**config.mk**
```make
export PLATFORM = sky130hd
export DESIGN_NAME = mem_preload_flat
export DESIGN_NICKNAME = d
export VERILOG_FILES = /design/src/rtl/mem_preload_if.sv /design/src/rtl/mem_preload.sv /design/src/flat_wrapper.sv
export SDC_FILE = /design/constraint.sdc
export NUM_CORES = 1
export LEC_CHECK = 0
export CAP_MARGIN = 5
export CORE_ASPECT_RATIO = 1.25
export CORE_UTILIZATION = 53
export CTS_CLUSTER_SIZE = 20
export DETAILED_ROUTE_END_ITERATION = 12
export PLACE_DENSITY_LB_ADDON = 0.08
export SLEW_MARGIN = 20
export SYNTH_ARGS = -nofsm -noshare
export SYNTH_HDL_FRONTEND = slang
export SYNTH_SLANG_ARGS = --single-unit
export TNS_END_PERCENT = 20
```
**constraint.sdc**
```tcl
create_clock -name clk -period 3.5 [get_ports clk]
set_input_delay 0.35 -clock clk [delete_from_list [all_inputs] [get_ports clk]]
set_output_delay 0.35 -clock clk [all_outputs]
set_load 0.03 [all_outputs]
```
**src/rtl/mem_preload_if.sv**
```systemverilog
// Handshake/bus bundle for the program-image preloader.
// The slave view belongs to the loader; the master view belongs to whatever
// supplies the image, issues start and models the memory read port.
interface mem_preload_if #(
    parameter int REG_WIDTH  = 8,
    parameter int ADDR_WIDTH = 16,
    parameter int SUM_WIDTH  = REG_WIDTH + 8
);
    // control
    logic                  start;
    logic                  verify_en;
    // image stream
    logic                  src_valid;
    logic [REG_WIDTH-1:0]  src_data;
    logic                  src_ready;
    // memory port
    logic                  mem_we;
    logic                  mem_re;
    logic [ADDR_WIDTH-1:0] mem_addr;
    logic [REG_WIDTH-1:0]  mem_wdata;
    logic [REG_WIDTH-1:0]  mem_rdata;
    // status
    logic                  cpu_hold;
    logic                  busy;
    logic                  done;
    logic                  err;
    logic [SUM_WIDTH-1:0]  load_sum;
    logic [SUM_WIDTH-1:0]  read_sum;

    modport master (
        output start, verify_en, src_valid, src_data, mem_rdata,
        input  src_ready, mem_we, mem_re, mem_addr, mem_wdata,
               cpu_hold, busy, done, err, load_sum, read_sum
    );

    modport slave (
        input  start, verify_en, src_valid, src_data, mem_rdata,
        output src_ready, mem_we, mem_re, mem_addr, mem_wdata,
               cpu_hold, busy, done, err, load_sum, read_sum
    );
endinterface

```
**src/rtl/mem_preload.sv**
```systemverilog
// Program-image preloader: streams words into memory addresses 0..MEM_DEPTH-1
// while holding the CPU in reset, then optionally reads the image back and
// compares checksums before releasing the CPU.
module mem_preload #(
    parameter int REG_WIDTH  = 8,
    parameter int ADDR_WIDTH = 16,
    parameter int MEM_DEPTH  = 65536,
    parameter int SUM_WIDTH  = REG_WIDTH + 8
) (
    input logic         clk,
    input logic         reset,
    mem_preload_if.slave bus
);

    typedef enum logic [2:0] {
        IDLE,
        LOAD,
        VERIFY,
        DRAIN,
        DONE
    } state_t;

    localparam logic [ADDR_WIDTH-1:0] LAST_ADDR = ADDR_WIDTH'(MEM_DEPTH - 1);

    state_t                state_q;
    logic [ADDR_WIDTH-1:0] cnt_q;
    logic [REG_WIDTH-1:0]  wdata_q;
    logic [SUM_WIDTH-1:0]  load_sum_q;
    logic [SUM_WIDTH-1:0]  read_sum_q;
    logic                  verify_q;
    logic                  rd_pend_q;
    logic                  src_ready_q;
    logic                  mem_re_q;
    logic                  busy_q;
    logic                  done_q;
    logic                  err_q;
    logic                  cpu_hold_q;

    logic                  wr_fire;
    logic                  cnt_last;
    logic [SUM_WIDTH-1:0]  load_sum_d;
    logic [SUM_WIDTH-1:0]  read_sum_d;

    // Handshake, terminal count and next-sum arithmetic shared by the FSM.
    // src_ready_q is high exactly while in LOAD, so it doubles as the state qualifier.
    always_comb begin
        wr_fire    = src_ready_q & bus.src_valid;
        cnt_last   = (cnt_q == LAST_ADDR);
        load_sum_d = load_sum_q + SUM_WIDTH'(bus.src_data);
        read_sum_d = read_sum_q;
        if (rd_pend_q) begin
            read_sum_d = read_sum_q + SUM_WIDTH'(bus.mem_rdata);
        end
    end

    // Controller: state, address counter, checksums and all registered status outputs.
    always_ff @(posedge clk) begin
        if (reset) begin
            state_q     <= IDLE;
            cnt_q       <= '0;
            wdata_q     <= '0;
            load_sum_q  <= '0;
            read_sum_q  <= '0;
            verify_q    <= 1'b0;
            rd_pend_q   <= 1'b0;
            src_ready_q <= 1'b0;
            mem_re_q    <= 1'b0;
            busy_q      <= 1'b0;
            done_q      <= 1'b0;
            err_q       <= 1'b0;
            cpu_hold_q  <= 1'b1;
        end else begin
            // read data returns one cycle after the strobe
            rd_pend_q <= mem_re_q;
            if (wr_fire) begin
                wdata_q <= bus.src_data;
            end

            case (state_q)
                IDLE, DONE: begin
                    if (bus.start) begin
                        state_q     <= LOAD;
                        cnt_q       <= '0;
                        load_sum_q  <= '0;
                        read_sum_q  <= '0;
                        verify_q    <= bus.verify_en;
                        done_q      <= 1'b0;
                        err_q       <= 1'b0;
                        src_ready_q <= 1'b1;
                        busy_q      <= 1'b1;
                        cpu_hold_q  <= 1'b1;
                    end
                end

                LOAD: begin
                    if (wr_fire) begin
                        load_sum_q <= load_sum_d;
                        if (cnt_last) begin
                            cnt_q       <= '0;
                            src_ready_q <= 1'b0;
                            if (verify_q) begin
                                state_q  <= VERIFY;
                                mem_re_q <= 1'b1;
                            end else begin
                                state_q    <= DONE;
                                busy_q     <= 1'b0;
                                done_q     <= 1'b1;
                                cpu_hold_q <= 1'b0;
                            end
                        end else begin
                            cnt_q <= cnt_q + 1'b1;
                        end
                    end
                end

                VERIFY: begin
                    read_sum_q <= read_sum_d;
                    if (cnt_last) begin
                        cnt_q    <= '0;
                        mem_re_q <= 1'b0;
                        state_q  <= DRAIN;
                    end else begin
                        cnt_q <= cnt_q + 1'b1;
                    end
                end

                DRAIN: begin
                    // last read word arrives now; compare against the completed sum
                    read_sum_q <= read_sum_d;
                    err_q      <= (load_sum_q != read_sum_d);
                    state_q    <= DONE;
                    busy_q     <= 1'b0;
                    done_q     <= 1'b1;
                    cpu_hold_q <= 1'b0;
                end

                default: begin
                    state_q <= IDLE;
                end
            endcase
        end
    end

    // Output wiring; the write path is combinational so it lands in the handshake cycle.
    always_comb begin
        bus.src_ready = src_ready_q;
        bus.mem_we    = wr_fire;
        bus.mem_re    = mem_re_q;
        bus.mem_addr  = cnt_q;
        bus.mem_wdata = wr_fire ? bus.src_data : wdata_q;
        bus.cpu_hold  = cpu_hold_q;
        bus.busy      = busy_q;
        bus.done      = done_q;
        bus.err       = err_q;
        bus.load_sum  = load_sum_q;
        bus.read_sum  = read_sum_q;
    end

endmodule
```
**src/flat_wrapper.sv**
```systemverilog
// flat-port wrapper written by rule: the top's interface ports become plain ports
module mem_preload_flat 
#(
    parameter int REG_WIDTH  = 8,
    parameter int ADDR_WIDTH = 16,
    parameter int MEM_DEPTH  = 65536,
    parameter int SUM_WIDTH  = REG_WIDTH + 8
)
  (clk, reset, bus_start, bus_verify_en, bus_src_valid, bus_src_data, bus_mem_rdata, bus_src_ready, bus_mem_we, bus_mem_re, bus_mem_addr, bus_mem_wdata, bus_cpu_hold, bus_busy, bus_done, bus_err, bus_load_sum, bus_read_sum);
  mem_preload_if #(.REG_WIDTH(REG_WIDTH), .ADDR_WIDTH(ADDR_WIDTH), .SUM_WIDTH(SUM_WIDTH)) bus_i ();
  input logic clk;
  input logic reset;
  input wire logic [$bits(bus_i.start)-1:0] bus_start;
  input wire logic [$bits(bus_i.verify_en)-1:0] bus_verify_en;
  input wire logic [$bits(bus_i.src_valid)-1:0] bus_src_valid;
  input wire logic [$bits(bus_i.src_data)-1:0] bus_src_data;
  input wire logic [$bits(bus_i.mem_rdata)-1:0] bus_mem_rdata;
  output wire logic [$bits(bus_i.src_ready)-1:0] bus_src_ready;
  output wire logic [$bits(bus_i.mem_we)-1:0] bus_mem_we;
  output wire logic [$bits(bus_i.mem_re)-1:0] bus_mem_re;
  output wire logic [$bits(bus_i.mem_addr)-1:0] bus_mem_addr;
  output wire logic [$bits(bus_i.mem_wdata)-1:0] bus_mem_wdata;
  output wire logic [$bits(bus_i.cpu_hold)-1:0] bus_cpu_hold;
  output wire logic [$bits(bus_i.busy)-1:0] bus_busy;
  output wire logic [$bits(bus_i.done)-1:0] bus_done;
  output wire logic [$bits(bus_i.err)-1:0] bus_err;
  output wire logic [$bits(bus_i.load_sum)-1:0] bus_load_sum;
  output wire logic [$bits(bus_i.read_sum)-1:0] bus_read_sum;
  assign bus_i.start = bus_start;
  assign bus_i.verify_en = bus_verify_en;
  assign bus_i.src_valid = bus_src_valid;
  assign bus_i.src_data = bus_src_data;
  assign bus_i.mem_rdata = bus_mem_rdata;
  assign bus_src_ready = bus_i.src_ready;
  assign bus_mem_we = bus_i.mem_we;
  assign bus_mem_re = bus_i.mem_re;
  assign bus_mem_addr = bus_i.mem_addr;
  assign bus_mem_wdata = bus_i.mem_wdata;
  assign bus_cpu_hold = bus_i.cpu_hold;
  assign bus_busy = bus_i.busy;
  assign bus_done = bus_i.done;
  assign bus_err = bus_i.err;
  assign bus_load_sum = bus_i.load_sum;
  assign bus_read_sum = bus_i.read_sum;
  mem_preload #(.REG_WIDTH(REG_WIDTH), .ADDR_WIDTH(ADDR_WIDTH), .MEM_DEPTH(MEM_DEPTH), .SUM_WIDTH(SUM_WIDTH)) u_core (.clk(clk), .reset(reset), .bus(bus_i));
endmodule
```
==> results of run 1 <==
[metal layers]
layer,up-vias,part of all wire (%)
met5,-,0
li1,2180,-
met4,0,2.2
met3,21,5.5
met2,160,50
met1,2066,43
[layout make-up]
class | instances | area [um2] | share of cell area [%]
clock buffer | 9 | 124 | 2.25
tap | 95 | 119 | 2.16
clock inverter | 7 | 81.3 | 1.48
multi-input combinational | 448 | 2870 | 52.2
sequential | 67 | 1340 | 24.4
inverter | 18 | 67.6 | 1.23
timing repair buffer | 92 | 898 | 16.3
[worst min-delay path, stage by stage (launching register included)]
cell and delay (ps):
dfxtp_1 320, nand2_1 50, nand2_1 40
[flip-flops by register name, indices dropped and copies added, names as in the netlist, 3 cells and up]
name,count
u_core.state_q,3
u_core.bus.read_sum,16
u_core.bus.mem_addr,16
u_core.bus.load_sum,16
u_core.wdata_q,8
[power by group]
part           leakage (nW)  switching, mW  internal, mW
clock                 0.101          0.338         0.339
combinational          1.47          0.118        0.0887
sequential            0.541         0.0106         0.772
[cell usage in the layout, fill, tap and decap left out, types with 7 or more instances in the layout]
cell type and n:
a21o_1 7, a21oi_1 53, a22oi_1 8, and3_1 10, buf_4 9, clkbuf_8 9
clkdlybuf4s50_1 83, dfxtp_1 67, ha_1 17, inv_1 18, mux2_2 8, nand2_1 46
nand2b_1 12, nand3_1 18, nor2_1 60, nor2b_1 16, nor3_1 14, o211ai_1 7
o21ai_0 34, or3_1 12, xnor2_1 20, xor2_1 18
[cells in the mapped netlist (all sizes together), types with 5 or more instances]
cell type  number  area, um2
dfxtp          67       1340
nor2           60        225
a21oi          53        265
nand2          46        173
o21ai          34        170
xnor2          20        175
inv            18       67.6
nand3          18       90.1
xor2           18        158
ha             17        213
clkbuf         16       60.1
nor2b          16        100
nor3           15       80.1
or3            13       82.6
nand2b         12       75.1
and3           10       62.6
buf             9       50.1
a22oi           8       60.1
mux2            8       90.1
a21o            7       52.6
o211ai          7       52.6
mux2i           6       60.1
nand4           6       37.5
o2111ai         5       43.8
[path summary, 6_finish.rpt]
kind	end	slack (ps)	from	cells after the start
min	u_core.bus.cpu_hold	460	u_core.bus.cpu_hold	2
max	u_core.bus.err	540	bus_mem_rdata[0]	11
min reg2reg	u_core.bus.cpu_hold	460	u_core.bus.cpu_hold	2
max reg2reg	u_core.bus.err	550	u_core.bus.read_sum[0]	10
[cell families (layout without fill, tap and decap cells)]
group / after synthesis / in the layout / synth area share [%]
flip-flops: 67 / 67 / 30.6
AO/OA/AOI/OAI: 159 / 159 / 23.6
XOR/XNOR: 38 / 38 / 7.58
buffers and inverters: 43 / 126 / 4.05
AND/OR/NAND/NOR: 218 / 218 / 25.0
multiplexers: 14 / 14 / 3.42
adder cells (fa/ha/maj): 19 / 19 / 5.76
[through the flow]
step | utilization, % | cells | setup slack, ps | hold slack, ps | power [mW]
final | 69.4 | 736 | 537 | 458 | 1.67
after CTS | 69.4 | 736 | 535 | 462 | 1.68
after global routing | 69.4 | 736 | 367 | 479 | 1.72
after floorplan | - | 558 | 553 | 463 | 0.927
after global placement | 66.8 | 720 | 235 | 433 | 1.00
after detailed placement | 66.8 | 720 | 176 | 442 | 1.00
==> results.json, run 1 <==
{
  "synth_cells": 558,
  "syn_nets": 598,
  "grt_pass1_wl_um": 20300,
  "startpoint_type": "input pin",
  "ant_nets": 0,
  "clk_latency_ps": 340,
  "place_hpwl_um": 9290,
  "clock_sinks": 67,
  "final_hold_viol_count": 0,
  "cts_buffer_depth": 2,
  "synth_flop_cell": "dfxtp_1",
  "worst-path-buf-inv": 2,
  "arrival_ps": 3180,
  "wl_per_cell_um": 16.8,
  "status": "complete, no violations",
  "grt_overflow": 0,
  "critPathKind": "input pin to flop",
  "diodes": 0,
  "placed_cell_area_mm2": 0.00530,
  "ys_ff_latch": 67,
  "p_per_area_mw_per_mm2": 303,
  "grtUsageMet3_pct": 4.46,
  "yosysSeqAreaShare_pct": 30.6,
  "clkTransAtPathRegs_ps": 80,
  "grt_pass1_vias": 4103,
  "p_leak_nw": 2.11,
  "dieHeight_um": 104,
  "drv_cap": 0,
  "finalInstanceArea_mm2": 0.00550,
  "postCtsSetupBuffers": 0,
  "rsz0062_at_grt": "no",
  "cts_resized": 0,
  "grtUsageMet2_pct": 51.5,
  "cp_max_fo": 6,
  "first_iter_violations": 259,
  "grt.total_usage_pct": 28.7,
  "vias_per_cell": 6.01,
  "layout.nets": 676,
  "slowest_delay_ps": 460,
  "busiest_layer": "met2",
  "io_pins": 84,
  "drv_slew": 0,
  "netlist_area_mm2": 0.00439,
  "path_cells": "clkdlybuf4s50_1 > ha_1 > inv_1 > fa_1 > nand2b_1 > a21boi_4 > mux2i_1 > or3_1 > a221o_1 > a2111oi_2 > a21oi_1",
  "drc": 0,
  "grt_start_max_net_pins": 22,
  "netlist-cell-type-count": 67,
  "routabilityCongestion": 0.881,
  "drt_first_pass_iters": 9,
  "dieArea_mm2": 0.00865,
  "drive_gt1_share_pct": 6.71,
  "async_flop_share_pct": 0,
  "start_util_pct": 55.4,
  "n_fill_cell": 657,
  "htree_levels": 3,
  "syn2layout_area_growth_pct": 25.3,
  "tightest_slew_ps": 930,
  "grt_antenna_before_repair": 0,
  "numCtsBuffers": 9,
  "port_buffers": 83,
  "root_buffer": "clkbuf_8",
  "irDropWorstVdd_mv": 0.367,
  "required_ps": 3720,
  "fp.coreArea_mm2": 0.00793,
  "met1_usage_pct": 35.0,
  "worst_hold_path_type": "flop to flop",
  "finalCritPeriodShare_pct": 84.6,
  "critPathCaptureType": "flop",
  "cts_tree": "done",
  "yosysWarnings": 0,
  "tns_ps": 0,
  "critPathSlowestCell": "clkdlybuf4s50_1",
  "cp_top_family": "compound AO/OA/AOI/OAI gates",
  "fin_crit_ps": 2960,
  "setup_viol": 0,
  "relSlewSlack_pct": 37.8,
  "worst_clock_skew_ps": 12.4,
  "synth_edf_count": 0,
  "routed_wl_um": 12300,
  "vias": 4427,
  "cts_hold_buf": 0,
  "syn-mean-instance-area_um2": 7.87,
  "rows": 36,
  "die_w_um": 83.4,
  "fmax_mhz": 338
}
Power figures use the tool's default switching activity.
==> inputs of run 2 (changes only) <==
CORE_UTILIZATION = 48   (was 53)
clock period = 2.6 ns   (was 3.5 ns; I/O delays follow)
==> run 2 against run 1 <==
Against the previous run:
- flip-flop and latch count unchanged
- worst hold slack hardly changed
- cell count grew 10%
- routed wire length rose by 3.5%
- die area is 10% higher
- global-route usage is 0.83 points lower
- register-to-register slack worse by 520 ps
- clock-buffer cell count unchanged
- combinational power increased by 43%
- critical endpoint unchanged
==> results.json, run 2 (synthesized netlist as in run 1, its figures left out) <==
{
  "status": "complete, no violations",
  "finalInstanceArea_mm2": 0.00595,
  "wl_per_cell_um": 15.8,
  "final_cell_mix": "clkdlybuf4s50_1 (82), dfxtp_1 (63), nor2_1 (60)",
  "tightest_slew_ps": 640,
  "first_iter_violations": 223,
  "routabilityCongestion": 0.902,
  "rsz0062_at_grt": "yes",
  "worst_hold_path_type": "flop to flop",
  "grt_start_max_net_pins": 24,
  "hold_ws_ps": 457,
  "worst_clock_skew_ps": 9.17,
  "dp_cells": 791,
  "p_per_area_mw_per_mm2": 370,
  "drv_slew": 0,
  "drc": 0,
  "htree_levels": 3,
  "startpoint_type": "flop",
  "r2r_slack_ps": 30,
  "vias_per_cell": 5.76,
  "grt.total_usage_pct": 27.9,
  "cp_max_fo": 2,
  "cts_tree": "done",
  "setup_viol": 0,
  "fp.coreArea_mm2": 0.00880,
  "grt_antenna_before_repair": 0,
  "fin_crit_ps": 2570,
  "dieHeight_um": 109,
  "cts_hold_buf": 0,
  "ant_nets": 0,
  "placed_cell_area_mm2": 0.00571,
  "numCtsBuffers": 9,
  "p_leak_nw": 2.37,
  "tns_ps": 0,
  "critPathCaptureType": "flop",
  "final_hold_viol_count": 0,
  "port_buffers": 83,
  "layout.nets": 725,
  "start_util_pct": 49.9,
  "instances_no_fill": 810,
  "die_w_um": 87.5,
  "fin_util_pct": 67.7,
  "fin_ws_ps": 31.2,
  "relSlewSlack_pct": 57.3,
  "syn2layout_area_growth_pct": 35.6,
  "required_ps": 2820,
  "irDropWorstVdd_mv": 0.364,
  "n_fill_cell": 767,
  "clk_latency_ps": 340,
  "grt_pass1_wl_um": 20600,
  "p_total_mw": 2.21,
  "diodes": 0,
  "clkTransAtPathRegs_ps": 80,
  "cts_buffer_depth": 2,
  "grt_pass1_vias": 4396,
  "drv_cap": 0,
  "arrival_ps": 2790,
  "finalCritPeriodShare_pct": 98.8,
  "drt_first_pass_iters": 5,
  "root_buffer": "clkbuf_8",
  "critPathKind": "flop to flop",
  "fmax_mhz": 389,
  "clock_sinks": 67,
  "drive_gt1_share_pct": 15.1,
  "place_hpwl_um": 9690,
  "vias": 4663,
  "final_common_cell": "clkdlybuf4s50_1",
  "dieArea_mm2": 0.00954,
  "routed_wl_um": 12800,
  "grt_overflow": 0,
  "io_pins": 84,
  "post-place-ws_ps": -422,
  "rows": 38
}
[run 2: final timing paths]
kind / cells past startpoint / endpoint / start
setup / recovery: 10 / u_core.bus.err / u_core.bus.read_sum[0]
hold / removal: 2 / u_core.bus.done / u_core.bus.done
setup reg to reg: 10 / u_core.bus.err / u_core.bus.read_sum[0]
hold reg to reg: 2 / u_core.bus.done / u_core.bus.done
[run 2: timing repair]
item | 4_1_cts | 5_1_grt
resized for setup | 4 | 4
pin swaps | 9 | 1
buffers inserted | 3 | 0
endpoints found under the setup margin | 1 | 1
[run 2: final cells by class]
cell class	instances	area [um2]	area share, %
Sequential cell	67	1350	22.7
Timing Repair Buffer	141	1260	21.2
Clock buffer	9	124	2.08
Multi-Input combinational cell	448	2930	49.2
Tap cell	120	150	2.52
Clock inverter	7	68.8	1.16
Inverter	18	67.6	1.13
[run 2: metal layers]
| layer | vias to the layer above | part of all wire (%) | track usage [%] |
|---|---|---|---|
| li1 | 2283 | - | - |
| met1 | 2209 | 41 | 32.1 |
| met2 | 144 | 52 | 50.0 |
| met3 | 27 | 5.4 | 5.00 |
| met4 | 0 | 2.4 | 12.2 |
| met5 | - | 0 | 0 |
[run 2: power by group]
| group | internal, mW | switching (mW) | total, mW | leakage [nW] |
|---|---|---|---|---|
| Sequential | 1.04 | 0.0127 | 1.05 | 0.544 |
| Clock | 0.439 | 0.420 | 0.859 | 0.0950 |
| Combinational | 0.132 | 0.164 | 0.297 | 1.73 |
[run 2: worst max-delay path: stages (launching register included)]
cell	delay [ps]
dfxtp_4	370
ha_4	130
inv_2	30
fa_2	340
nand2b_4	170
a21oi_2	160
nor3b_1	60
or3_1	410
a221o_1	360
a2111oi_4	330
a21oi_1	100
